### src/rtl/mem_stage_lsu.sv
// rtl/mem_stage_lsu.sv - memory-access stage: load/store on a req/gnt/rvalid bus, registered writeback beat
module mem_stage_lsu #(
    parameter int TIMEOUT     = 16,
    parameter bit SIGN_EXT_EN = 1'b1
) (
    input  logic        clk,
    input  logic        rst,
    input  logic        in_valid,
    output logic        in_ready,
    input  logic [31:0] memAddr_i,
    input  logic [31:0] memData_i,
    input  logic        readWr_i,
    input  logic        writeWr_i,
    input  logic [3:0]  rmask_i,
    input  logic [3:0]  wmask_i,
    input  logic        ld_signed_i,
    input  logic [31:0] regcData_i,
    input  logic [4:0]  regcAddr_i,
    input  logic        regcWr_i,
    output logic        d_req,
    output logic        d_we,
    output logic [31:0] d_addr,
    output logic [31:0] d_wdata,
    output logic [3:0]  d_wstrb,
    input  logic        d_gnt,
    input  logic        d_rvalid,
    input  logic [31:0] d_rdata,
    output logic        wb_valid,
    output logic [31:0] wb_data,
    output logic [4:0]  wb_addr,
    output logic        wb_we,
    output logic        err
);

    typedef enum logic [1:0] {IDLE, REQ, RESP} state_t;

    localparam logic [7:0] TO = 8'(TIMEOUT);

    state_t      state, state_next;
    logic [7:0]  cnt;
    logic [1:0]  cap_off;
    logic [3:0]  cap_mask;
    logic        cap_signed, cap_store, cap_wr;
    logic [4:0]  cap_waddr;

    logic        accept, is_mem, is_store, misaligned, timed_out, sext;
    logic [1:0]  off;
    logic [3:0]  sel_mask;
    logic [7:0]  shifted;
    logic [31:0] rshift, load_data;

    assign in_ready   = (state == IDLE);
    assign accept     = in_valid && in_ready;
    assign is_store   = writeWr_i;
    assign is_mem     = readWr_i || writeWr_i;
    assign off        = memAddr_i[1:0];
    assign sel_mask   = is_store ? wmask_i : rmask_i;
    assign shifted    = {4'b0000, sel_mask} << off;
    assign misaligned = |shifted[7:4];
    assign timed_out  = ((cnt + 8'd1) == TO);

    // Bring the addressed lane down to bit 0, then extend by access size.
    assign rshift = d_rdata >> {cap_off, 3'b000};
    assign sext   = cap_signed && SIGN_EXT_EN;

    always_comb begin
        load_data = rshift;
        if (!cap_mask[1])
            load_data = {{24{sext & rshift[7]}}, rshift[7:0]};
        else if (!cap_mask[3])
            load_data = {{16{sext & rshift[15]}}, rshift[15:0]};
    end

    always_comb begin
        state_next = state;
        case (state)
            IDLE: if (accept && is_mem && !misaligned) state_next = REQ;
            REQ: begin
                if (d_gnt)          state_next = cap_store ? IDLE : RESP;
                else if (timed_out) state_next = IDLE;
            end
            RESP: if (d_rvalid || timed_out) state_next = IDLE;
            default: state_next = IDLE;
        endcase
    end

    always_ff @(posedge clk or posedge rst) begin
        if (rst) begin
            state      <= IDLE;
            cnt        <= 8'd0;
            cap_off    <= 2'd0;
            cap_mask   <= 4'd0;
            cap_signed <= 1'b0;
            cap_store  <= 1'b0;
            cap_wr     <= 1'b0;
            cap_waddr  <= 5'd0;
            d_req      <= 1'b0;
            d_we       <= 1'b0;
            d_addr     <= 32'd0;
            d_wdata    <= 32'd0;
            d_wstrb    <= 4'd0;
            wb_valid   <= 1'b0;
            wb_data    <= 32'd0;
            wb_addr    <= 5'd0;
            wb_we      <= 1'b0;
            err        <= 1'b0;
        end else begin
            state    <= state_next;
            wb_valid <= 1'b0;
            err      <= 1'b0;
            case (state)
                IDLE: if (accept) begin
                    if (!is_mem) begin
                        wb_valid <= 1'b1;
                        wb_data  <= regcData_i;
                        wb_addr  <= regcAddr_i;
                        wb_we    <= regcWr_i;
                    end else if (misaligned) begin
                        wb_valid <= 1'b1;
                        err      <= 1'b1;
                        wb_we    <= 1'b0;
                        wb_addr  <= regcAddr_i;
                    end else begin
                        cap_off    <= off;
                        cap_mask   <= sel_mask;
                        cap_signed <= ld_signed_i;
                        cap_store  <= is_store;
                        cap_wr     <= regcWr_i;
                        cap_waddr  <= regcAddr_i;
                        cnt        <= 8'd0;
                        d_req      <= 1'b1;
                        d_we       <= is_store;
                        d_addr     <= {memAddr_i[31:2], 2'b00};
                        d_wdata    <= memData_i << {off, 3'b000};
                        d_wstrb    <= is_store ? shifted[3:0] : 4'd0;
                    end
                end
                REQ: begin
                    cnt <= cnt + 8'd1;
                    if (d_gnt) begin
                        d_req <= 1'b0;
                        if (cap_store) begin
                            wb_valid <= 1'b1;
                            wb_we    <= 1'b0;
                            wb_addr  <= cap_waddr;
                        end
                    end else if (timed_out) begin
                        d_req    <= 1'b0;
                        err      <= 1'b1;
                        wb_valid <= 1'b1;
                        wb_we    <= 1'b0;
                        wb_addr  <= cap_waddr;
                    end
                end
                RESP: begin
                    cnt <= cnt + 8'd1;
                    if (d_rvalid) begin
                        wb_valid <= 1'b1;
                        wb_data  <= load_data;
                        wb_we    <= cap_wr;
                        wb_addr  <= cap_waddr;
                    end else if (timed_out) begin
                        err      <= 1'b1;
                        wb_valid <= 1'b1;
                        wb_we    <= 1'b0;
                        wb_addr  <= cap_waddr;
                    end
                end
                default: ;
            endcase
        end
    end

endmodule

### config.mk
export PLATFORM = sky130hd
export DESIGN_NAME = mem_stage_lsu
export DESIGN_NICKNAME = d
export VERILOG_FILES = /design/src/rtl/mem_stage_lsu.sv
export SDC_FILE = /design/constraint.sdc
export NUM_CORES = 1
export LEC_CHECK = 0
export BUFFER_PORTS_ARGS = -buffer_cell sky130_fd_sc_hd__clkbuf_2
export CELL_PAD_IN_SITES_DETAIL_PLACEMENT = 1
export CELL_PAD_IN_SITES_GLOBAL_PLACEMENT = 1
export CORE_ASPECT_RATIO = 0.5
export CORE_MARGIN = 3
export CORE_UTILIZATION = 37
export DETAILED_ROUTE_END_ITERATION = 7
export GPL_TIMING_DRIVEN = 0
export PLACE_DENSITY = 0.81
export SLEW_MARGIN = 20
export SYNTH_ARGS = -nofsm -noshare
export SYNTH_HDL_FRONTEND = slang
export SYNTH_SLANG_ARGS = --single-unit
### constraint.sdc
create_clock -name clk -period 5.4 [get_ports clk]
set_input_delay 1.08 -clock clk [delete_from_list [all_inputs] [get_ports clk]]
set_output_delay 1.08 -clock clk [all_outputs]
set_load 0.01 [all_outputs]
==> results of run 1 <==
[state kept, by name, summed over array words and instances, names as in the netlist, 2 cells and up]
signal / cells
state: 2
wb_data: 32
cap_waddr: 5
d_wstrb: 4
wb_addr: 5
cnt: 8
d_addr: 30
cap_off: 2
d_wdata: 32
cap_mask: 2
[power by group through the flow]
stage	sequential [W]	combinational (W)	clock (W)
final	0.00166	0.00241	0.00134
after global routing	0.00171	0.00264	0.00141
after CTS	0.00166	0.00242	0.00136
after detailed placement	0.00166	0.00239	0
after global placement	0.00163	0.00230	0
after floorplan	0.00179	0.00131	0
[worst max path at each step]
stage          slack, ns                 endpoint      start  cells past startpoint
2_1_floorplan       0.88  cap_mask[1]$_DFFE_PP0P_        rst                      1
3_3_place_gp       -0.64  d_wdata[30]$_DFFE_PP0P_        rst                      2
3_5_place_dp        2.29   d_wdata[9]$_DFFE_PP0P_  writeWr_i                      9
4_1_cts             2.74   wb_data[8]$_DFFE_PP0P_  writeWr_i                      8
5_1_grt             2.58   wb_data[8]$_DFFE_PP0P_  writeWr_i                      8
6_report            2.71   wb_data[8]$_DFFE_PP0P_  writeWr_i                      8
[metrics by stage]
| stage | hold WS, ns | instances | total power, W |
|---|---|---|---|
| final | 0.4827 | 1219 | 0.005413 |
| after global routing | 0.5086 | 1219 | 0.005758 |
| after CTS | 0.4893 | 1219 | 0.005433 |
| after detailed placement | 0.4728 | 1188 | 0.004059 |
| after global placement | 0.4633 | 1187 | 0.003928 |
| after floorplan | 0.4791 | 698 | 0.003101 |
[final cells by class]
class,count,area (µm²)
Buffer,56,280.3
Clock buffer,19,442.9
Fill cell,2114,8628
Inverter,5,26.28
Clock inverter,12,230.2
Timing Repair Buffer,256,1304
Multi-Input combinational cell,508,3349
Sequential cell,129,3228
Tap cell,234,292.8
[worst max-delay path, stage by stage]
cell      delay [ns]
clkbuf_2        0.10
buf_4           0.18
or3b_1          0.43
a211oi_2        0.40
nand3_2         0.24
buf_2           0.24
a21oi_1         0.21
a211oi_1        0.08
[metal layers]
layer | share of wire | vias to the layer above | GRT usage
met3 | 0.046 | 44 | 0.04809
met1 | 0.43 | 3362 | 0.3081
li1 | - | 3065 | -
met4 | 0.025 | 0 | 0.09439
met2 | 0.49 | 197 | 0.4261
met5 | 0 | - | 0
[Yosys cell counts (all sizes together), types with 2 or more instances]
library cell / n / area share
dfrtp: 129 / 0.47
a21oi: 72 / 0.052
nand2: 69 / 0.038
nor2: 65 / 0.035
mux2: 53 / 0.087
mux2i: 43 / 0.063
o21ai: 39 / 0.030
buf: 32 / 0.028
a211oi: 29 / 0.032
clkbuf: 24 / 0.013
o22ai: 24 / 0.022
nor2b: 20 / 0.018
o31ai: 10 / 0.011
nand3: 9 / 0.0073
a221o: 6 / 0.0087
nand2b: 6 / 0.0055
nor3b: 6 / 0.0066
or2: 6 / 0.0055
and3: 5 / 0.0046
ha: 5 / 0.0091
inv: 5 / 0.0027
nor3: 5 / 0.0036
a31oi: 3 / 0.0027
nand3b: 3 / 0.0033
o211ai: 3 / 0.0033
or3b: 3 / 0.0038
a2111oi: 2 / 0.0025
a22o: 2 / 0.0025
a2bb2oi: 2 / 0.0060
and2: 2 / 0.0018
and3b: 2 / 0.0025
[cells by family after synthesis]
group / count (synthesis)
and+or+nand+nor: 204
DFF: 129
buffers and inverters: 61
AOI/OAI and AO/OA: 200
adders and majority gates: 5
other: 1
muxes: 97
==> run_results.csv, run 1 <==
group,metric,value,unit
global_route,grt_max_degree,76,
power_and_ir_drop,p_sw_frac,0.4008,
clock_network,cts_max_level,4,
logic_synthesis,synthCells,697,
power_and_ir_drop,ir_worst_vdd,285.1,µV
setup_path,end_kind,"flip-flop",
place,io_buffers,255,
timing,finClkSkew,0.008033,ns
timing,worstMarginPinSlew,0.8665,ns
power_and_ir_drop,switching_power,0.002170,W
detailed_routing,num_vias,6668,
clock_network,max-clock-path-buffers,2,
global_route,antenna_found_initial,0,
floorplanning,die_h,102.4,µm
setup_path,timing.rr.end,"wb_addr[1]$_DFFE_PP0P_",
setup_path,r2r-start,"state[0]$_DFFE_PP0P_",
finish,synthToLayoutAreaGrowth,33.19,%
place,dp_hpwl,19.35,mm
logic_synthesis,synthArstFlopShare,1.000,
clock_network,cts_tree,"done",
clock_network,cts_hold_buf,0,
floorplanning,dieArea,0.02035,mm²
logic_synthesis,syn_avg_cell_area,9.861,µm²
setup_path,startpoint_type,"input port",
hold_path,worstHoldStart,"d_wdata[15]$_DFFE_PP0P_",
setup_path,worstRegToRegCells,8,
logic_synthesis,yosysUniqueCellTypes,56,
floorplanning,ioPinCount,261,
timing,max_freq,372.4,MHz
logic_synthesis,synth_top_family_by_area,"compound AO/OA/AOI/OAI gates",
outcome,status,"completed",
power_and_ir_drop,clock_power_share,0.248,
finish,drive_gt1_frac,0.3827,
timing,post-route-min-period,2.685,ns
power_and_ir_drop,seqPwrFrac,0.306,
timing,setup_viol,0,
detailed_routing,drt_iter0_drc,205,
detailed_routing,wl_per_cell,20.91,µm
global_route,grt_overflow,0,
detailed_routing,postRouteAntennaNets,0,
job,drv_cap,0,
setup_path,cp.arrival,2.97,ns
logic_synthesis,synth-main-ff-cell,"dfrtp_1",
clock_network,clkTransAtPathRegs,0.06,ns
finish,antenna_cells,0,
logic_synthesis,synthMuxAreaShare,0.1533,
clock_network,cts_resized,0,
logic_synthesis,synthSimpleGateAreaFrac,0.1389,
clock_network,clk_latency,0.42,ns
global_route,grt_pass1_wl,38.72,mm
power_and_ir_drop,combPwrFrac,0.445,
power_and_ir_drop,p_per_area,591.4,mW/mm²
global_route,grt_use_total,0.2457,
floorplanning,coreArea,0.01778,mm²
timing,tns,0,ns
detailed_routing,viasPerCell,5.470,
logic_synthesis,synth_edf_count,0,
floorplanning,fp.dieW,198.7,µm
power_and_ir_drop,p_leak,4.345,nW
power_and_ir_drop,p_int,0.003244,W
finish,design_area,0.009154,mm²
place,gp_congestion,0.9172,
place,dpl_cell_area,0.008481,mm²
setup_path,critPathMaxFanout,10,
timing,period_share,0.4972,
logic_synthesis,synthesis.area,0.006873,mm²
logic_synthesis,synth_seq_cells,129,
finish,mostFrequentLayoutCells,"255 x clkbuf_2, 129 x dfrtp_1, 72 x a21oi_1",
timing,hold_viol,0,
finish,layout_commonest_cell,"clkbuf_2",
logic_synthesis,synth-adder-area-share,0.009102,
hold_path,holdPathEnd,"d_wdata[15]$_DFFE_PP0P_",
global_route,grt_pass1_vias,7045,
timing,relSlewSlack,0.4211,
hold_path,hp-class,"flip-flop to flip-flop",
setup_path,path_class,"input port to flip-flop",
logic_synthesis,synth_compound_area_frac,0.1850,
finish,nets,1128,
timing,maxSlewViolCount,0,
place,pre_cts_ws,2.291,ns
logic_synthesis,synth_xor_area_frac,0,
logic_synthesis,ys_seq_area_frac,0.4697,
clock_network,cts_setup_buffers,0,
floorplanning,row_count,34,
clock_network,cts_buffers,17,
setup_path,required,5.69,ns
timing,rsz0062_at_grt,"false",
hold_path,holdPathStages,2,
clock_network,cts_sinks,129,
detailed_routing,post-route-drc-count,0,
detailed_routing,finalWirelength,25.49,mm
setup_path,rrSetupSlack,3.02,ns
finish,postLayoutCoreUtil,0.5148,
clock_network,clock-root-buffer,"clkbuf_16",
timing,fin_ws,2.715,ns
detailed_routing,drt-pass1-iter-count,5,
logic_synthesis,synth_warnings,0,
floorplanning,start_util,0.3865,
Note: power is estimated with default switching activity, not from simulation.
==> run 2, diff against run 1 <==
ABC_AREA = 1   (was not set)
CORE_UTILIZATION = 31   (was 37)
PLACE_DENSITY = 0.76   (was 0.81)
clock period = 2.27 ns   (was 5.4 ns; I/O delays follow)
==> run 2 against run 1 <==
  * Design area is 2.9% higher
  * Clock skew is 0.0038 ns higher
  * Clock power is 100% higher
  * Wire length is 8.9% higher
  * Non-clock buffer count is 6 higher
==> run_results.csv, run 2 <==
group,metric,value,unit
outcome,status,"completed",
timing,finClkSkew,0.01186,ns
setup_path,path_buf_inv,4,
setup_path,critPathTopFamily,"buffers and inverters",
setup_path,path_class,"flip-flop to flip-flop",
finish,nets,1391,
setup_path,max_stage_delay,0.41,ns
floorplanning,row_count,38,
setup_path,startpoint_type,"flip-flop",
place,dp.cells,1515,
detailed_routing,post-route-drc-count,0,
clock_network,clk_latency,0.45,ns
global_route,grt_pass1_wl,44.59,mm
logic_synthesis,synthSimpleGateAreaFrac,0.2469,
timing,period_share,0.9374,
detailed_routing,num_vias,7695,
timing,hold_viol,0,
setup_path,critPathMaxFanout,10,
power_and_ir_drop,ir_worst_vdd,549.4,µV
detailed_routing,viasPerCell,4.968,
finish,antenna_cells,0,
logic_synthesis,synth_area_leader_cell,"dfrtp_1",
logic_synthesis,synth_compound_area_frac,0.1900,
floorplanning,start_util,0.3205,
timing,max_freq,469.9,MHz
finish,stdcell_count,1549,
place,io_buffers,256,
setup_path,path_cells,"inv_1, ha_2, clkinv_2, a21oi_2, nor3_4, buf_4, buf_2, or2_2, o21ai_1",
logic_synthesis,yosysUniqueCellTypes,37,
power_and_ir_drop,p_per_area,1410,mW/mm²
global_route,grt_use_total,0.2320,
timing,post-route-min-period,2.128,ns
logic_synthesis,synth_top_family_by_area,"simple AND/OR/NAND/NOR gates",
detailed_routing,finalWirelength,27.76,mm
logic_synthesis,synth_xor_area_frac,0,
finish,synthToLayoutAreaGrowth,33.47,%
job,drv_cap,0,
timing,maxSlewViolCount,0,
setup_path,slowest_stage,"dfrtp_1",
floorplanning,fp.dieW,219.3,µm
place,gp_congestion,0.8623,
clock_network,cts_hold_buf,0,
clock_network,cts_max_level,4,
place,dp_hpwl,21.80,mm
timing,relSlewSlack,0.6037,
power_and_ir_drop,p_leak,5.093,nW
timing,worstMarginPinSlew,0.5945,ns
floorplanning,ioPinCount,261,
logic_synthesis,yosysTopAreaCellShare,0.4576,
logic_synthesis,synthCells,954,
logic_synthesis,synth-main-ff-cell,"dfrtp_1",
clock_network,clkTransAtPathRegs,0.06,ns
logic_synthesis,netlist_top_cells_count,"323 x nand2_1, 129 x dfrtp_1, 122 x o21ai_0",
floorplanning,dieArea,0.02471,mm²
setup_path,worst-path-stages,9,
finish,mostFrequentLayoutCells,"321 x nand2_1, 260 x clkbuf_2, 129 x dfrtp_1",
setup_path,crit_path_start,"state[0]$_DFFE_PP0P_",
timing,rsz0062_at_grt,"false",
logic_synthesis,ys_seq_area_frac,0.4576,
logic_synthesis,synth.most_common_cell,"nand2_1",
finish,layout_commonest_cell,"nand2_1",
setup_path,end_kind,"flip-flop",
logic_synthesis,syn_avg_cell_area,7.394,µm²
logic_synthesis,synthArstFlopShare,1.000,
detailed_routing,wl_per_cell,17.92,µm
clock_network,cts_sinks,129,
setup_path,worstRegToRegCells,9,
timing,setup_viol,0,
finish,postLayoutCoreUtil,0.4277,
global_route,grt_overflow,0,
clock_network,cts_buffers,17,
detailed_routing,drt-pass1-iter-count,5,
finish,largestRegisters,"d_wdata x32, wb_data x32, d_addr x30",
logic_synthesis,synth_warnings,0,
global_route,grt_max_degree,32,
clock_network,clock-root-buffer,"clkbuf_16",
detailed_routing,postRouteAntennaNets,0,
setup_path,cp.arrival,2.48,ns
logic_synthesis,synthMuxAreaShare,0.009933,
logic_synthesis,synth_edf_count,0,
hold_path,hp-class,"input port to asynchronous set/reset pin",
setup_path,r2r-start,"state[0]$_DFFE_PP0P_",
floorplanning,coreArea,0.02201,mm²
logic_synthesis,synthesis.area,0.007054,mm²
timing,tns,0,ns
setup_path,required,2.62,ns
logic_synthesis,synth_seq_cells,129,
floorplanning,die_h,112.7,µm
setup_path,rrSetupSlack,0.14,ns
finish,drive_gt1_frac,0.2922,
clock_network,max-clock-path-buffers,2,
detailed_routing,drt_iter0_drc,399,
logic_synthesis,synthTopCellsByArea,"dfrtp_1 46%, nand2_1 17%, o21ai_0 8.7%",
logic_synthesis,synth-adder-area-share,0.008868,
clock_network,cts_tree,"done",
setup_path,timing.rr.end,"wb_data[24]$_DFFE_PP0P_",
global_route,grt_pass1_vias,8229,
global_route,antenna_found_initial,0,
## run 2: cell types whose count changed after synthesis, sizes merged, moves of 19 or more
cell and change:
nand2 +260, o21ai +109, inv +86, mux2 -53, nor2 -38, mux2i -36
a211oi -29, nand3 +28, nor2b -20, a21oi -19
## run 2: cell families after synthesis
family	after synthesis
multiplexers	7
adder cells (fa/ha/maj)	5
AND/OR/NAND/NOR	420
AO/OA/AOI/OAI	243
other	1
flip-flops	129
buffers and inverters	149
## run 2: repair_timing
item,CTS,global route
pin swaps,1,0
resized for setup,2,15
endpoints found under the setup margin,37,57
setup buffers,4,0
## run 2: metal layers
layer,share of wire,track usage,up-vias
li1,-,-,3659
met1,0.45,0.3017,3825
met2,0.48,0.3898,179
met3,0.049,0.05545,32
met4,0.016,0.05994,0
met5,0,0,-
## run 2: final cells by class
class / instances / area, µm²
Inverter: 93 / 354.1
Fill cell: 2863 / 12600
Clock inverter: 11 / 113.9
Buffer: 54 / 261.5
Sequential cell: 129 / 3228
Multi-Input combinational cell: 677 / 3243
Timing Repair Buffer: 264 / 1389
Clock buffer: 21 / 450.4
Tap cell: 300 / 375.4
## run 2: per-stage QoR
stage / instance area, µm² / setup WS (ns) / total power [W] / hold slack, ns
4_1_cts: 9389 / 0.01250 / 0.01336 / 0.03948
6_report: 9415 / 0.1420 / 0.01327 / 0.04390
3_3_place_gp: 8718 / -0.7552 / 0.01018 / 0.4596
2_1_floorplan: 7062 / 0.2208 / 0.007930 / 0.4492
3_5_place_dp: 8798 / -0.1262 / 0.01046 / 0.4683
5_1_grt: 9415 / 0.008321 / 0.01444 / 0.06792
## run 2: where the power goes
group,switching [W],internal (W),total (W)
Clock,0.00108,0.00163,0.00271
Combinational,0.00407,0.00242,0.00649
Sequential,0.000680,0.00339,0.00407
Total,0.00583,0.00745,0.0133
## run 2: worst max-delay path by stage
stage,slack [ns],endpoint
finish,0.14,wb_data[24]$_DFFE_PP0P_
global route,0.008,wb_data[12]$_DFFE_PP0P_
CTS,0.01,wb_data[1]$_DFFE_PP0P_
detailed placement,-0.13,wb_data[27]$_DFFE_PP0P_
global placement,-0.76,d_addr[11]$_DFFE_PP0P_
floorplan,0.22,cap_mask[1]$_DFFE_PP0P_
==> run 3, diff against run 2 <==
ABC_AREA = not set   (was 1)
CORE_UTILIZATION = 33   (was 31)
==> run 3 against run 2 <==
  * Maximum frequency down 0.88%
  * Critical path type unchanged
  * Sequential power fell by 3%
  * Flip-flop and latch count unchanged
  * Utilization rose by 3.5 points
==> run_results.csv, run 3 (same netlist as run 1, synthesis figures left out) <==
group,metric,value,unit
outcome,status,"completed",
timing,finClkSkew,0.008605,ns
detailed_routing,finalWirelength,25.18,mm
timing,fin_ws,0.1232,ns
finish,fillers,2356,
global_route,use_met3,0.04348,
timing,hold_viol,0,
timing,max_freq,465.8,MHz
timing,maxSlewViolCount,0,
global_route,grt_util_met1,0.2757,
setup_path,r2r-start,"state[0]$_DFFE_PP0P_",
clock_network,max-clock-path-buffers,2,
finish,drive_gt1_frac,0.3953,
global_route,grt_pass1_vias,7127,
detailed_routing,viasPerCell,5.241,
clock_network,cts_max_level,4,
finish,mostFrequentLayoutCells,"257 x clkbuf_2, 129 x dfrtp_1, 71 x a21oi_1",
global_route,grtUsageMet2,0.3765,
timing,relSlewSlack,0.5442,
global_route,grt_pass1_wl,38.88,mm
detailed_routing,drt-pass1-iter-count,5,
detailed_routing,drt_iter0_drc,302,
setup_path,startpoint_type,"flip-flop",
clock_network,clkTransAtPathRegs,0.06,ns
power_and_ir_drop,p_total,0.01253,W
finish,nets,1131,
clock_network,cts_buffers,17,
floorplanning,die_h,108.0,µm
floorplanning,row_count,36,
hold_path,worstHoldStart,"memAddr_i[28]",
setup_path,end_kind,"flip-flop",
detailed_routing,postRouteAntennaNets,0,
global_route,antenna_found_initial,1,
floorplanning,start_util,0.3444,
floorplanning,ioPinCount,261,
floorplanning,dieArea,0.02270,mm²
detailed_routing,num_vias,6583,
setup_path,critPathMaxFanout,10,
clock_network,cts_sinks,129,
timing,post-route-min-period,2.147,ns
global_route,top_usage_layer,"met2",
finish,synthToLayoutAreaGrowth,34.39,%
power_and_ir_drop,p_per_area,1357,mW/mm²
place,pre_cts_ws,-0.2593,ns
clock_network,cts_tree,"done",
power_and_ir_drop,ir_worst_vdd,558.4,µV
power_and_ir_drop,p_leak,4.352,nW
timing,worstMarginPinSlew,0.6837,ns
global_route,grt_max_degree,33,
hold_path,hp-class,"input port to flip-flop",
timing,period_share,0.9457,
setup_path,required,2.56,ns
place,gp_congestion,0.8840,
finish,largestRegisters,"d_wdata x32, wb_data x32, d_addr x30",
finish,stdcell_count,1256,
place,io_buffers,255,
floorplanning,coreArea,0.01995,mm²
floorplanning,fp.dieW,210.1,µm
detailed_routing,post-route-drc-count,0,
global_route,grt_use_total,0.2186,
place,dp_hpwl,19.65,mm
clock_network,clk_latency,0.42,ns
detailed_routing,wl_per_cell,20.05,µm
setup_path,path_class,"flip-flop to flip-flop",
timing,setup_viol,0,
place,dp.cells,1223,
job,drv_cap,0,
clock_network,clock-root-buffer,"clkbuf_16",
setup_path,cp.arrival,2.44,ns
setup_path,crit_path_start,"state[0]$_DFFE_PP0P_",
finish,postLayoutCoreUtil,0.4629,
global_route,grt_overflow,0,
finish,layout_commonest_cell,"clkbuf_2",
run 3: cell types whose count changed in the layout (fill, tap and decap cells not counted), sizes merged, moves of 10 or more:
cell | previous run | this run
nand2 | 329 | 69
o21ai | 148 | 39
inv | 90 | 7
mux2 | 0 | 53
nor2 | 27 | 65
mux2i | 7 | 43
a211oi | 0 | 29
nand3 | 37 | 9
nor2b | 0 | 20
a21oi | 53 | 72
o22ai | 6 | 24
or2 | 17 | 6
o31ai | 0 | 10
run 3: report_power, final:
group / internal [W] / switching (W) / leakage (nW)
clock: 0.00171 / 0.00109 / 0.286
sequential: 0.00332 / 0.000634 / 1.54
combinational: 0.00238 / 0.00340 / 2.52
run 3: per-stage QoR:
step	instance area, µm²	setup TNS, ns	hold WS, ns
2_1_floorplan	6880	0	0.4791
5_1_grt	9236	-0.02386	0.2392
6_report	9236	0	0.2423
3_5_place_dp	8569	-7.857	0.4026
3_3_place_gp	8489	-91.86	0.4658
4_1_cts	9190	0	0.2234
run 3: worst max-delay path: stages (launching register included):
cell	delay, ns
dfrtp_1	0.37
inv_1	0.11
ha_2	0.26
nor2b_1	0.19
a211oi_2	0.31
nand3_2	0.23
buf_2	0.24
a21oi_1	0.24
a211oi_1	0.08
run 3: area by class of cell:
class	count	area (µm²)	share of cell area
inverter	5	22.52	0.002438
clock inverter	11	127.6	0.01382
timing repair buffer	261	1374	0.1487
clock buffer	21	470.5	0.05093
sequential	129	3228	0.3495
buffer	54	279.0	0.03021
multi-input combinational	508	3400	0.3681
antenna	1	2.502	0.0002709
tap	266	332.8	0.03603
run 3: timing repair:
item | CTS | global route
cloned | 0 | 0
hold buffers | 1 | 0
gates resized for setup | 5 | 10
pin swaps | 0 | 1
hold endpoints to repair | 7 | 0
endpoints found under the setup margin | 48 | 47
buffers inserted | 0 | 1
run 3: routing by layer:
metal,vias up,wire length (µm)
li1,3064,-
met4,0,686
met2,198,12520
met5,-,0
met1,3278,10710
met3,43,1266
run 3: worst paths after layout:
kind	endpoint	slack [ns]	cells after the start
min reg2reg	d_addr[31]$_DFFE_PP0P_	0.49	1
max	wb_data[10]$_DFFE_PP0P_	0.12	8
max in group asynchronous	wb_data[20]$_DFFE_PP0P_	0.83	6
min	d_addr[28]$_DFFE_PP0P_	0.24	2
max reg2reg	wb_data[10]$_DFFE_PP0P_	0.12	8
min in group asynchronous	d_addr[27]$_DFFE_PP0P_	0.51	3
